==> src/rtl/msx_joy_port_router.sv <==
// msx_joy_port_router: merges HPS and debounced DB9 joysticks onto N_PORTS MSX ports, with port 0/1 swap
// and mouse auto-selection. Optional autofire on joy_hps bit 6 is built when JOY_AUTOFIRE_EN is defined.
module msx_joy_port_router #(
  parameter int N_PORTS      = 2,
  parameter int DB9_PORTS    = 1,
  parameter int DEBOUNCE_CYC = 65536,
  parameter int AUTOFIRE_DIV = 1000000
) (
  input  logic                     clk_sys,
  input  logic                     reset,
  input  logic [16*N_PORTS-1:0]    joy_hps,
  input  logic [6*DB9_PORTS-1:0]   joy_db9,
  input  logic                     swap,
  input  logic [$clog2(N_PORTS):0] mouse_port,
  input  logic                     mouse_stb,
  input  logic [5:0]               mouse_data,
  input  logic [N_PORTS-1:0]       mouse_strobe,
  output logic                     msx_strobe,
  output logic [6*N_PORTS-1:0]     msx_joy,
  output logic [N_PORTS-1:0]       mouse_active
);

  localparam int MP_W  = $clog2(N_PORTS) + 1;
  localparam int CNT_W = $clog2(DEBOUNCE_CYC + 1);

  localparam logic [0:0] ST_JOY   = 1'b0;
  localparam logic [0:0] ST_MOUSE = 1'b1;

  logic [6*DB9_PORTS-1:0] db9_acc;
  logic [6*N_PORTS-1:0]   db9_pad;
  logic [5:0]             logical  [N_PORTS];
  logic [5:0]             physical [N_PORTS];

  // DB9 inputs: two-flop synchroniser, then accept a value only after it has been
  // seen unchanged (and different from the accepted one) for DEBOUNCE_CYC samples.
  for (genvar gi = 0; gi < DB9_PORTS; gi++) begin : g_db9
    logic [5:0]       meta_q, meta_d;
    logic [5:0]       sync_q, sync_d;
    logic [5:0]       prev_q, prev_d;
    logic [5:0]       acc_q, acc_d;
    logic [CNT_W-1:0] cnt_q, cnt_d;

    always_comb begin
      meta_d = joy_db9[6*gi +: 6];
      sync_d = meta_q;
      prev_d = sync_q;
      acc_d  = acc_q;
      cnt_d  = '0;
      if (sync_q != acc_q) begin
        // a new candidate value restarts the stability window at one sample
        if (sync_q != prev_q) begin
          cnt_d = CNT_W'(1);
        end else begin
          cnt_d = cnt_q + 1'b1;
        end
        if (cnt_d == CNT_W'(DEBOUNCE_CYC)) begin
          acc_d = sync_q;
          cnt_d = '0;
        end
      end
    end

    always_ff @(posedge clk_sys) begin
      if (reset) begin
        meta_q <= '0;
        sync_q <= '0;
        prev_q <= '0;
        acc_q  <= '0;
        cnt_q  <= '0;
      end else begin
        meta_q <= meta_d;
        sync_q <= sync_d;
        prev_q <= prev_d;
        acc_q  <= acc_d;
        cnt_q  <= cnt_d;
      end
    end

    assign db9_acc[6*gi +: 6] = acc_q;
  end

  assign db9_pad = (6*N_PORTS)'(db9_acc);

`ifdef JOY_AUTOFIRE_EN
  localparam int AF_W = $clog2(AUTOFIRE_DIV + 1);

  logic [AF_W-1:0] af_cnt_q, af_cnt_d;
  logic            af_phase_q, af_phase_d;

  always_comb begin
    af_cnt_d   = af_cnt_q + 1'b1;
    af_phase_d = af_phase_q;
    if (af_cnt_q == AF_W'(AUTOFIRE_DIV - 1)) begin
      af_cnt_d   = '0;
      af_phase_d = ~af_phase_q;
    end
  end

  always_ff @(posedge clk_sys) begin
    if (reset) begin
      af_cnt_q   <= '0;
      af_phase_q <= 1'b0;
    end else begin
      af_cnt_q   <= af_cnt_d;
      af_phase_q <= af_phase_d;
    end
  end
`endif

  always_comb begin
    for (int p = 0; p < N_PORTS; p++) begin
      logical[p] = joy_hps[16*p +: 6] | db9_pad[6*p +: 6];
`ifdef JOY_AUTOFIRE_EN
      logical[p][4] = logical[p][4] | (joy_hps[16*p+6] & af_phase_q);
`endif
    end
  end

  if (N_PORTS >= 2) begin : g_swap
    always_comb begin
      for (int p = 0; p < N_PORTS; p++) begin
        physical[p] = logical[p];
      end
      if (swap) begin
        physical[0] = logical[1];
        physical[1] = logical[0];
      end
    end
  end else begin : g_no_swap
    logic unused_swap;
    assign physical[0] = logical[0];
    assign unused_swap = swap;
  end

  // Mouse ownership of the selected port
  logic [0:0]      state_q, state_d;
  logic            stb_prev_q, stb_prev_d;
  logic [MP_W-1:0] port_prev_q, port_prev_d;
  logic            mp_valid;
  logic            stb_edge;
  logic [5:0]      sel_phys;

  always_comb begin
    mp_valid    = (mouse_port < MP_W'(N_PORTS));
    stb_edge    = (mouse_stb != stb_prev_q);
    stb_prev_d  = mouse_stb;
    port_prev_d = mouse_port;
    sel_phys    = '0;
    msx_strobe  = 1'b0;
    for (int p = 0; p < N_PORTS; p++) begin
      if (mouse_port == MP_W'(p)) begin
        sel_phys   = physical[p];
        msx_strobe = mouse_strobe[p];
      end
    end

    state_d = state_q;
    if (!mp_valid || (mouse_port != port_prev_q)) begin
      state_d = ST_JOY;
    end else if (state_q == ST_JOY) begin
      // joystick activity on the port vetoes a simultaneous mouse packet
      if (stb_edge && (sel_phys == 6'd0)) begin
        state_d = ST_MOUSE;
      end
    end else if (sel_phys != 6'd0) begin
      state_d = ST_JOY;
    end
  end

  // Output pins are active-low, ordered {F2,F1,R,L,D,U}
  logic [6*N_PORTS-1:0] msx_joy_q, msx_joy_d;
  logic [N_PORTS-1:0]   mouse_active_q, mouse_active_d;

  always_comb begin
    msx_joy_d      = '1;
    mouse_active_d = '0;
    for (int p = 0; p < N_PORTS; p++) begin
      if ((state_d == ST_MOUSE) && (mouse_port == MP_W'(p))) begin
        msx_joy_d[6*p +: 6] = mouse_data;
        mouse_active_d[p]   = 1'b1;
      end else begin
        msx_joy_d[6*p +: 6] = ~{physical[p][5], physical[p][4], physical[p][0],
                                physical[p][1], physical[p][2], physical[p][3]};
      end
    end
  end

  always_ff @(posedge clk_sys) begin
    if (reset) begin
      state_q        <= ST_JOY;
      stb_prev_q     <= 1'b0;
      port_prev_q    <= '0;
      msx_joy_q      <= '1;
      mouse_active_q <= '0;
    end else begin
      state_q        <= state_d;
      stb_prev_q     <= stb_prev_d;
      port_prev_q    <= port_prev_d;
      msx_joy_q      <= msx_joy_d;
      mouse_active_q <= mouse_active_d;
    end
  end

  assign msx_joy      = msx_joy_q;
  assign mouse_active = mouse_active_q;

  logic [10*N_PORTS-1:0] hps_spare;
  logic                  unused_ok;

  for (genvar gi = 0; gi < N_PORTS; gi++) begin : g_spare
    assign hps_spare[10*gi +: 10] = joy_hps[16*gi+6 +: 10];
  end

  assign unused_ok = ^{hps_spare, (AUTOFIRE_DIV > 0)};

endmodule

==> config.mk <==
export PLATFORM = sky130hd
export DESIGN_NAME = msx_joy_port_router
export DESIGN_NICKNAME = d
export VERILOG_FILES = /design/src/rtl/msx_joy_port_router.sv
export SDC_FILE = /design/constraint.sdc
export NUM_CORES = 1
export LEC_CHECK = 0
export ABC_AREA = 1
export CAP_MARGIN = 20
export CORE_UTILIZATION = 40
export CTS_CLUSTER_SIZE = 40
export DETAILED_ROUTE_END_ITERATION = 8
export GPL_TIMING_DRIVEN = 0
export MAX_ROUTING_LAYER = met4
export PLACE_DENSITY = 0.71
export SYNTH_ARGS = -nofsm -noshare
export SYNTH_HDL_FRONTEND = slang
export SYNTH_SLANG_ARGS = --single-unit
export TNS_END_PERCENT = 50
==> constraint.sdc <==
create_clock -name clk_sys -period 1.9 [get_ports clk_sys]
set_input_delay 0.57 -clock clk_sys [delete_from_list [all_inputs] [get_ports clk_sys]]
set_output_delay 0.57 -clock clk_sys [all_outputs]
set_load 0.005 [all_outputs]
Word level (Yosys, flattened, before mapping)
Cells that the tools add are included.
{ "classes": {"n_addsub": 1, "order_cmp": 1, "n_eq_ne": 6, "mux": 15, "bitwise": 4, "reduce_logical": 10} }
{ "ops": {"columns": ["operator", "n"], "rows": [
  ["17-bit two-way mux", 2],
  ["6-bit two-way mux", 4],
  ["17-bit by 1-bit adder with 17-bit output (second input constant)", 1],
  ["17-bit == test (second input constant)", 1],
  ["12-bit two-way mux", 1],
  ["6-bit inequality test", 2],
  ["6-bit inverter", 2],
  ["1-bit two-way mux", 8],
  ["6-bit zero test", 1],
  ["6-bit OR", 1],
  ["6-bit nonzero test", 1],
  ["1-bit logical AND", 3],
  ["3-bit OR reduction", 1],
  ["2-bit by 1-bit == test with 1-bit output (second input constant)", 1],
  ["2-bit zero test", 1],
  ["2-bit < comparator (second input constant)", 1],
  ["2-bit inequality test", 1],
  ["2-bit AND reduction", 1],
  ["1-bit zero test", 1],
  ["1-bit logical OR", 1],
  ["1-bit inequality test", 1],
  ["1-bit inverter", 1]
]} }
{ "word_totals": {"reg_bits": 59, "input_bits": 52, "output_inout_bits": 15, "word_cells": 47} }

Logic depth before layout (Yosys ltp)
Gate-level depths: netlist of the first run.
{ "logic_depth": {"word_depth": 11, "ltp_mapped": 15, "depth_no_buf": 14} }

Worst setup path after synthesis of the first run
OpenSTA, ideal clock, no wires.
{ "synth_path": {"path_type": "in2reg", "startpoint": "input swap", "endpoint": "register msx_joy_q[11], in the netlist msx_joy[11]", "setup_ns": 0.126, "arrival_time_ns": 1.728, "setup_slack_ns": 0.046, "cell_stages": 11, "path_cell_list": "inv_1 buf_2 nand2_1 o21ai_1 nand2_1 nor2_1 nand4_1 a21oi_2 nand3_2 o21ai_0 nand2_1"} }
{ "synth_via": {"elab_chain_len": 10, "word_cells_on_any_way": 13, "cone_classes": "mux: 8; bitwise: 1; reduce/logical: 4"} }
{ "synth_rtl": {"columns": ["item", "line_no", "text"], "rows": [
  ["start: declaration", "13", "input logic swap,"],
  ["12-bit two-way mux *", "124", "if (swap) begin"],
  ["6-bit two-way mux (2 in a row)", "151", "if (mouse_port == MP_W'(p)) begin"],
  ["6-bit zero test", "162", "if (stb_edge && (sel_phys == 6'd0)) begin"],
  ["1-bit logical AND", "162", null],
  ["1-bit two-way mux", "162", null],
  ["1-bit two-way mux", "160", "end else if (state_q == ST_JOY) begin"],
  ["1-bit two-way mux", "158", "if (!mp_valid || (mouse_port != port_prev_q)) begin"],
  ["1-bit logical AND", "178", "if ((state_d == ST_MOUSE) && (mouse_port == MP_W'(p))) begin"],
  ["6-bit two-way mux *", "178", null],
  ["end signal: assignment", "199", "msx_joy_q <= msx_joy_d;"],
  ["end: declaration", "171", "logic [6*N_PORTS-1:0] msx_joy_q, msx_joy_d;"]
]} }
Mark *: on every way between the ends. The rest lies on a longest branch, timed or not.
A chain may end at the register's enable or synchronous reset.

Worst setup path after layout of the first run
{ "layout_path": {"startpoint": "register g_db9[0].cnt_q[0]", "endpoint": "register g_db9[0].cnt_q[11]"} }
{ "layout_via": {"elab_chain_len": 5} }
{ "layout_rtl": {"columns": ["item", "line_no", "text"], "rows": [
  ["start: declaration", "41", "logic [CNT_W-1:0] cnt_q, cnt_d;"],
  ["start signal: assignment", "75", "cnt_q <= cnt_d;"],
  ["17-bit by 1-bit adder with 17-bit output *", "54", "cnt_d = cnt_q + 1'b1;"],
  ["17-bit two-way mux *", "51", "if (sync_q != prev_q) begin"],
  ["17-bit two-way mux *", "49", "if (sync_q != acc_q) begin"],
  ["17-bit == test", "56", "if (cnt_d == CNT_W'(DEBOUNCE_CYC)) begin"],
  ["3-bit OR reduction (no source line)", null, null]
]} }
Mark *: on every way between the ends. The rest lies on a longest branch, timed or not. The select of a mux whose other input is x is not followed.

==> metrics.txt, run 1 <==
status finished with violations; failing checks setup timing; multiplexer area fraction after synthesis 0; global-route usage over all layers 0.209; Clock Tree Buf Depth 2; placed cells 567; CTS Sinks 59; vias in the first global route 2780; syn_nets 479; Worst setup EP type flop; root buf cell clkbuf_8; fin util 0.607; FFs w/ async S/R, synth 0; worst-skew pair later-pin latency 0.34 ns; Buffers on Ports 45; Synth Area in Compound Gates 0.0724; CP Data Required Time 2.13 ns; Die ar. 7600 um^2; H-tree depth 3; Worst Max-Slew Pin Slew 0.422 ns; Post-Syn Instances 426; WHS Endpoint g_db9[0].prev_d[3]; XOR/XNOR Fraction of Synth Area 0.0241; final worst path period need 2.01 ns; 1st-iter DRT viols 73; Crit Path Max Fanout 5; final-report hold violation count 0; data arrival time of the worst path 2.24 ns; RSZ-0062 raised after global routing true; maxcap violations 0; WS Path Type flop to flop; initial core utilization 0.420; Row Count 30; reg-to-reg endpoint g_db9[0].cnt_q[11]; Ys Warns 0; Syn Area/Cell 6.81 um^2; Leak Pwr 1.81 nW; TritonCTS clock tree built; core area 6910 um^2; Min-Delay Path Depth 2; Area Overhead vs Synth 44.5%; EDFF count, synth 0; largest net degree at the start of global routing 12; fraction of layout cells with a size suffix above 1 0.292; Detail Route Antenna Nets 0; Routed WL 7.47 mm; Tot Pwr 2.75 mW; GP Congestion 0.867; CP startpoint kind flop; clock skew 0.00964 ns; largest cells by area after synthesis dfxtp_1 41%, nand2_1 14%, nor2_1 9.6%; # IOs 67; period utilization 1.06; wire length per cell 12.2 um; Final Max Tran Viols 0; global-route wire length before repair 11.9 mm; worst hold path type flop to flop; detailed-route via count 2946; Distinct cells, synth 32; remaining global-route overflow 0; Critical R2R Launch g_db9[0].cnt_q[0]; Initial DRT Pass Iterations 4; Hold Crit Start g_db9[0].meta_q[3]; cts hold-fix bufs 0; sequential fraction of the synthesis area 0.407; Fill cells 621; number of buffers created by CTS 9; Synth area leader dfxtp_1; Die X-Extent 87.2 um; # diodes 0; Post-Synth Adder-Cell Area 0.00431; VDD IR max 0.000457 V; Die H 87.2 um; Final nets 565; R2R cell count 16; post-DR vias/cell 4.81; hpwl dp 4.93 mm; f_max 498 MHz; largest family of logic cells by synthesized area simple AND/OR/NAND/NOR gates; Pwr per Cell Area 656 nW/um^2; max_slew headroom 0.719; ys flop type dfxtp_1; final setup vio count 17; DRC 0; CTS clk-pin slew, worst paths 0.07 ns; Setup WS post-layout -0.108 ns; register bit total from synthesis 59; Syn Std Cell Area 2900 um^2; initial antenna violation count 0; Yosys top cell area share 0.407; post-synthesis simple-gate area fraction 0.396; Worst R2R Setup Slack -0.11 ns; fin cells 613
[through the flow]
stage	cell area, um^2	setup WS, ns	hold WS (ns)	TNS, ns
after floorplan	2900	0.0460	0.388	0
after global placement	3470	-0.690	0.392	-10.40
after detailed placement	3470	-0.736	0.394	-12.35
after CTS	4010	-0.0823	0.397	-0.880
after global routing	4190	-0.226	0.420	-4.20
final	4190	-0.108	0.397	-1.04
[registers in the layout, summed over array words and instances, names as in the netlist]
| register | count |
|---|---|
| g_db9.cnt_q | 17 |
| stb_prev_q | 1 |
| msx_joy | 12 |
| mouse_active | 2 |
| db9_acc | 6 |
| g_db9.prev_d | 6 |
| g_db9.meta_q | 6 |
| state_q | 1 |
| g_db9.prev_q | 6 |
| port_prev_q | 2 |
[power by group]
group / internal [mW] / switching (mW) / leakage (nW) / total [mW]
Clock: 0.505 / 0.515 / 0.0843 / 1.02
Sequential: 1.28 / 0.0198 / 0.487 / 1.30
Combinational: 0.224 / 0.212 / 1.24 / 0.436
Total: 2.01 / 0.747 / 1.81 / 2.75
[how the worst max path moves through the flow]
| stage | startpoint | endpoint | depth (start not counted) |
|---|---|---|---|
| 5_1_grt | g_db9[0].cnt_q[0] | g_db9[0].cnt_q[11] | 16 |
| 2_1_floorplan | swap | msx_joy[11] | 11 |
| 3_5_place_dp | swap | msx_joy[11] | 11 |
| 3_3_place_gp | swap | msx_joy[11] | 11 |
| 6_report | g_db9[0].cnt_q[0] | g_db9[0].cnt_q[11] | 16 |
| 4_1_cts | g_db9[0].cnt_q[1] | g_db9[0].cnt_q[14] | 15 |
[cell type report]
| cell class | instances | area, um^2 | area share |
|---|---|---|---|
| Inverter | 62 | 233 | 0.0555 |
| Buffer | 8 | 75.1 | 0.0179 |
| Multi-Input combinational cell | 297 | 1690 | 0.404 |
| Clock inverter | 6 | 41.3 | 0.00984 |
| Clock buffer | 10 | 138 | 0.0328 |
| Timing Repair Buffer | 75 | 702 | 0.167 |
| Tap cell | 96 | 120 | 0.0286 |
| Sequential cell | 59 | 1190 | 0.284 |
[synthesized netlist by cell type, types with 3 or more instances]
master      n
nand3_1    23
xor2_1      4
nand4_1     9
inv_2       7
o21ai_0    22
clkbuf_1    5
nor2_2     16
nor2_1     74
nand3_2     3
inv_1      53
nand2_1   106
dfxtp_1    59
nand2_2    10
o21ai_1     4
nor2_4      6
xnor2_1     4
[placed cells by master, fill, tap and decap left out, drive strengths merged, types with 2 or more instances in the layout]
cell type / count
nand4: 10
xnor2: 4
inv: 60
o22ai: 2
o21ai: 26
clkdlybuf4s50: 37
a21oi: 3
clkdlybuf4s15: 3
o21bai: 2
nand2: 116
xor2: 4
buf: 33
clkinv: 5
clkbuf: 16
dfxtp: 59
dlygate4sd2: 4
clkinvlp: 3
nor2: 96
nand3: 27
[routing by layer]
metal  vias up  part of all wire  wire (um)  track usage
met4         0             0.030        227       0.0954
li1       1493                 -          -            -
met1      1336              0.42       3100        0.220
met2        95              0.51       3770        0.365
met3        22             0.049        363       0.0578
met5         -                 0          0            -
[critical path: stages, from the launching register on]
cell,delay (ns)
dfxtp_2,0.36
ha_4,0.16
nand2_4,0.05
nor2_4,0.19
nand2_2,0.09
nand2_1,0.07
nand2_2,0.06
clkinv_1,0.06
nand4_1,0.08
nand2_1,0.12
nand3_2,0.08
nor2_2,0.12
nand2_2,0.09
nand2_4,0.09
buf_12,0.11
buf_12,0.12
nor2_4,0.04
[what timing repair did]
action,4_1_cts,5_1_grt
cloned,1,0
setup endpoints to repair,36,38
setup buffers,20,11
pin swaps,26,27
resized for setup,64,40
[logic make-up after synthesis]
family | after synthesis
AOI/OAI and AO/OA | 37
xor gates and xnor gates | 8
adders and majority gates | 1
buffers and inverters | 70
DFF | 59
and+or+nand+nor | 251
Note: power is estimated with default switching activity, not from simulation.
==> inputs of run 2 (changes only) <==
Settings changed: CORE_UTILIZATION 40 to 44, PLACE_DENSITY 0.71 to 0.76.
==> run 2 against run 1 <==
  * The run still ends with setup timing left
  * Setup slack improved by 0.036 ns
  * Combinational power fell by 8.0%
  * Sequential share of layout area rose by 0.95 points
  * Sequential cell count did not move
  * Fmax rose by 1.8%
  * Clock-buffer cell count rose by 1
  * Sequential power barely moved
  * Final area fell by 3.0%
  * Total power rose by 3.6%
  * Largest cell class unchanged
==> metrics.txt, run 2 (same netlist as run 1, synthesis figures left out) <==
final setup vio count 21 (+4); commonest non-fill, non-tap cell in the layout nand2_1; vias in the first global route 2688 (-3.3%); max_slew headroom 0.697 (-0.0214); Final Max Tran Viols 0 (unchanged); TritonCTS clock tree built; setup slack at placement -0.761 ns (-0.0253 ns); failing checks setup timing; hpwl dp 4.88 mm (-0.96%); Crit Path Max Fanout 7 (+2); CP Data Required Time 2.18 ns (+0.05 ns); Row Count 29 (-3.3%); Tot Pwr 2.85 mW (+3.6%); period utilization 1.04 (-0.0190); global-route usage over all layers 0.220 (+0.0104); RSZ-0062 raised after global routing true; CTS clk-pin slew, worst paths 0.07 ns (about the same); core area 6350 um^2 (-8.1%); hold_ws 0.391 ns (-0.00581 ns); f_max 507 MHz (+1.8%); GP Congestion 0.841 (-3.0%); number of buffers created by CTS 9 (unchanged); reg-to-reg endpoint g_db9[0].cnt_q[13]; Area Overhead vs Synth 40.1%; CTS Sinks 59 (unchanged); Worst R2R Setup Slack -0.07 ns (+0.04 ns); most flop-heavy register g_db9.cnt_q; Initial DRT Pass Iterations 4 (unchanged); R2R cell count 14 (-2); worst hold path type flop to flop; Setup WS post-layout -0.0719 ns (+0.0360 ns); Worst setup EP type flop; CP startpoint kind flop; WHS Endpoint g_db9[0].prev_d[2]; initial antenna violation count 0 (unchanged); Critical R2R Launch g_db9[0].prev_d[3]; final-report hold violation count 0 (unchanged); placed cells 548 (-3.4%); Fill cells 539 (-13%); # IOs 67 (unchanged); maxcap violations 0 (unchanged); fin cells 585 (-4.6%); global-route wire length before repair 11.7 mm (-1.4%); Leak Pwr 1.76 nW (-2.7%); Die X-Extent 83.2 um (-4.5%); Final nets 557 (-1.4%); # diodes 0 (unchanged); commonest non-fill, non-tap cells in the layout 101 x nand2_1, 60 x nor2_1, 50 x inv_1, 50 x dfxtp_1, 36 x clkdlybuf4s50_1; fraction of layout cells with a size suffix above 1 0.270 (-0.0224); Routed WL 7.16 mm (-4.2%); 1st-iter DRT viols 124 (+70%); root buf cell clkbuf_8; initial core utilization 0.457 (+0.0369); Min-Delay Path Depth 2 (unchanged); DRC 0 (unchanged); data arrival time of the worst path 2.25 ns (about the same); worst-skew pair later-pin latency 0.34 ns (about the same); H-tree depth 3 (unchanged); VDD IR max 0.000778 V (+70%); Pwr per Cell Area 701 nW/um^2 (+6.9%); max reg flops 17 (unchanged); remaining global-route overflow 0 (unchanged); clock skew 0.00705 ns (-0.00259 ns); Detail Route Antenna Nets 0 (unchanged); Worst Max-Slew Pin Slew 0.454 ns (+0.0321 ns); wire length per cell 12.2 um (+0.44%); status finished with violations; largest net degree at the start of global routing 11 (-1); Die ar. 6930 um^2 (-8.9%); post-DR vias/cell 4.96 (+3.1%); final worst path period need 1.97 ns (-0.0360 ns); Hold Crit Start g_db9[0].meta_q[2]; detailed-route via count 2899 (-1.6%); Clock Tree Buf Depth 2 (unchanged); Die H 83.2 um (-4.5%); WS Path Type flop to flop; Buffers on Ports 45 (unchanged)
[run 2: how the worst max path moves through the flow]
stage,from,end,slack (ns),cells past startpoint
floorplan,swap,msx_joy[11],0.05,11
global placement,swap,msx_joy[11],-0.69,11
CTS,g_db9[0].cnt_q[0],g_db9[0].cnt_q[13],-0.10,15
finish,g_db9[0].prev_d[3],g_db9[0].cnt_q[13],-0.07,14
global route,g_db9[0].cnt_q[0],db9_acc[0],-0.28,13
detailed placement,swap,msx_joy[3],-0.76,11
[run 2: routing by layer]
metal | global-route usage | share of wire | vias to the layer above
li1 | - | - | 1474
met1 | 0.233 | 0.41 | 1327
met2 | 0.384 | 0.52 | 85
met3 | 0.0706 | 0.060 | 13
met4 | 0.0752 | 0.0089 | 0
met5 | - | 0 | -
[run 2: area by class of cell]
class / count / area (um^2) / share of cell area
Buffer: 8 / 53.8 / 0.0132
Multi-Input combinational cell: 297 / 1630 / 0.400
Tap cell: 77 / 96.3 / 0.0237
Sequential cell: 59 / 1190 / 0.294
Inverter: 62 / 235 / 0.0578
Clock buffer: 11 / 151 / 0.0372
Timing Repair Buffer: 67 / 659 / 0.162
Clock inverter: 4 / 50.0 / 0.0123
[run 2: report_power, final]
part	internal (mW)	switching [mW]	leakage [nW]
sequential	1.28	0.0203	0.487
combinational	0.203	0.199	1.18
clock	0.667	0.488	0.0974
[run 2: worst max-delay path, cell delays in order, from the launching register on]
cell	delay [ns]
dfxtp_2	0.34
inv_1	0.07
nand2_1	0.07
nand2_2	0.06
nor2_4	0.14
nand2_2	0.08
nor2_4	0.26
nand3_2	0.17
nand3_1	0.15
nor2_2	0.06
nand2_2	0.09
nand2_4	0.07
buf_12	0.13
buf_8	0.12
nor2_2	0.09
[run 2: repair_timing]
action / in CTS / in global routing
gates resized for setup: 58 / 33
hold buffers: 0 / 0
buffers inserted: 15 / 5
gates cloned: 1 / 1
pin swaps: 28 / 23
setup endpoints to repair: 36 / 39
[run 2: stage by stage]
stage	util	setup TNS, ns	instance area, um^2
floorplan	-	0	2900
global placement	0.543	-10.20	3450
detailed placement	0.543	-11.88	3450
CTS	0.620	-1.59	3940
global route	0.640	-5.34	4070
finish	0.640	-0.934	4070
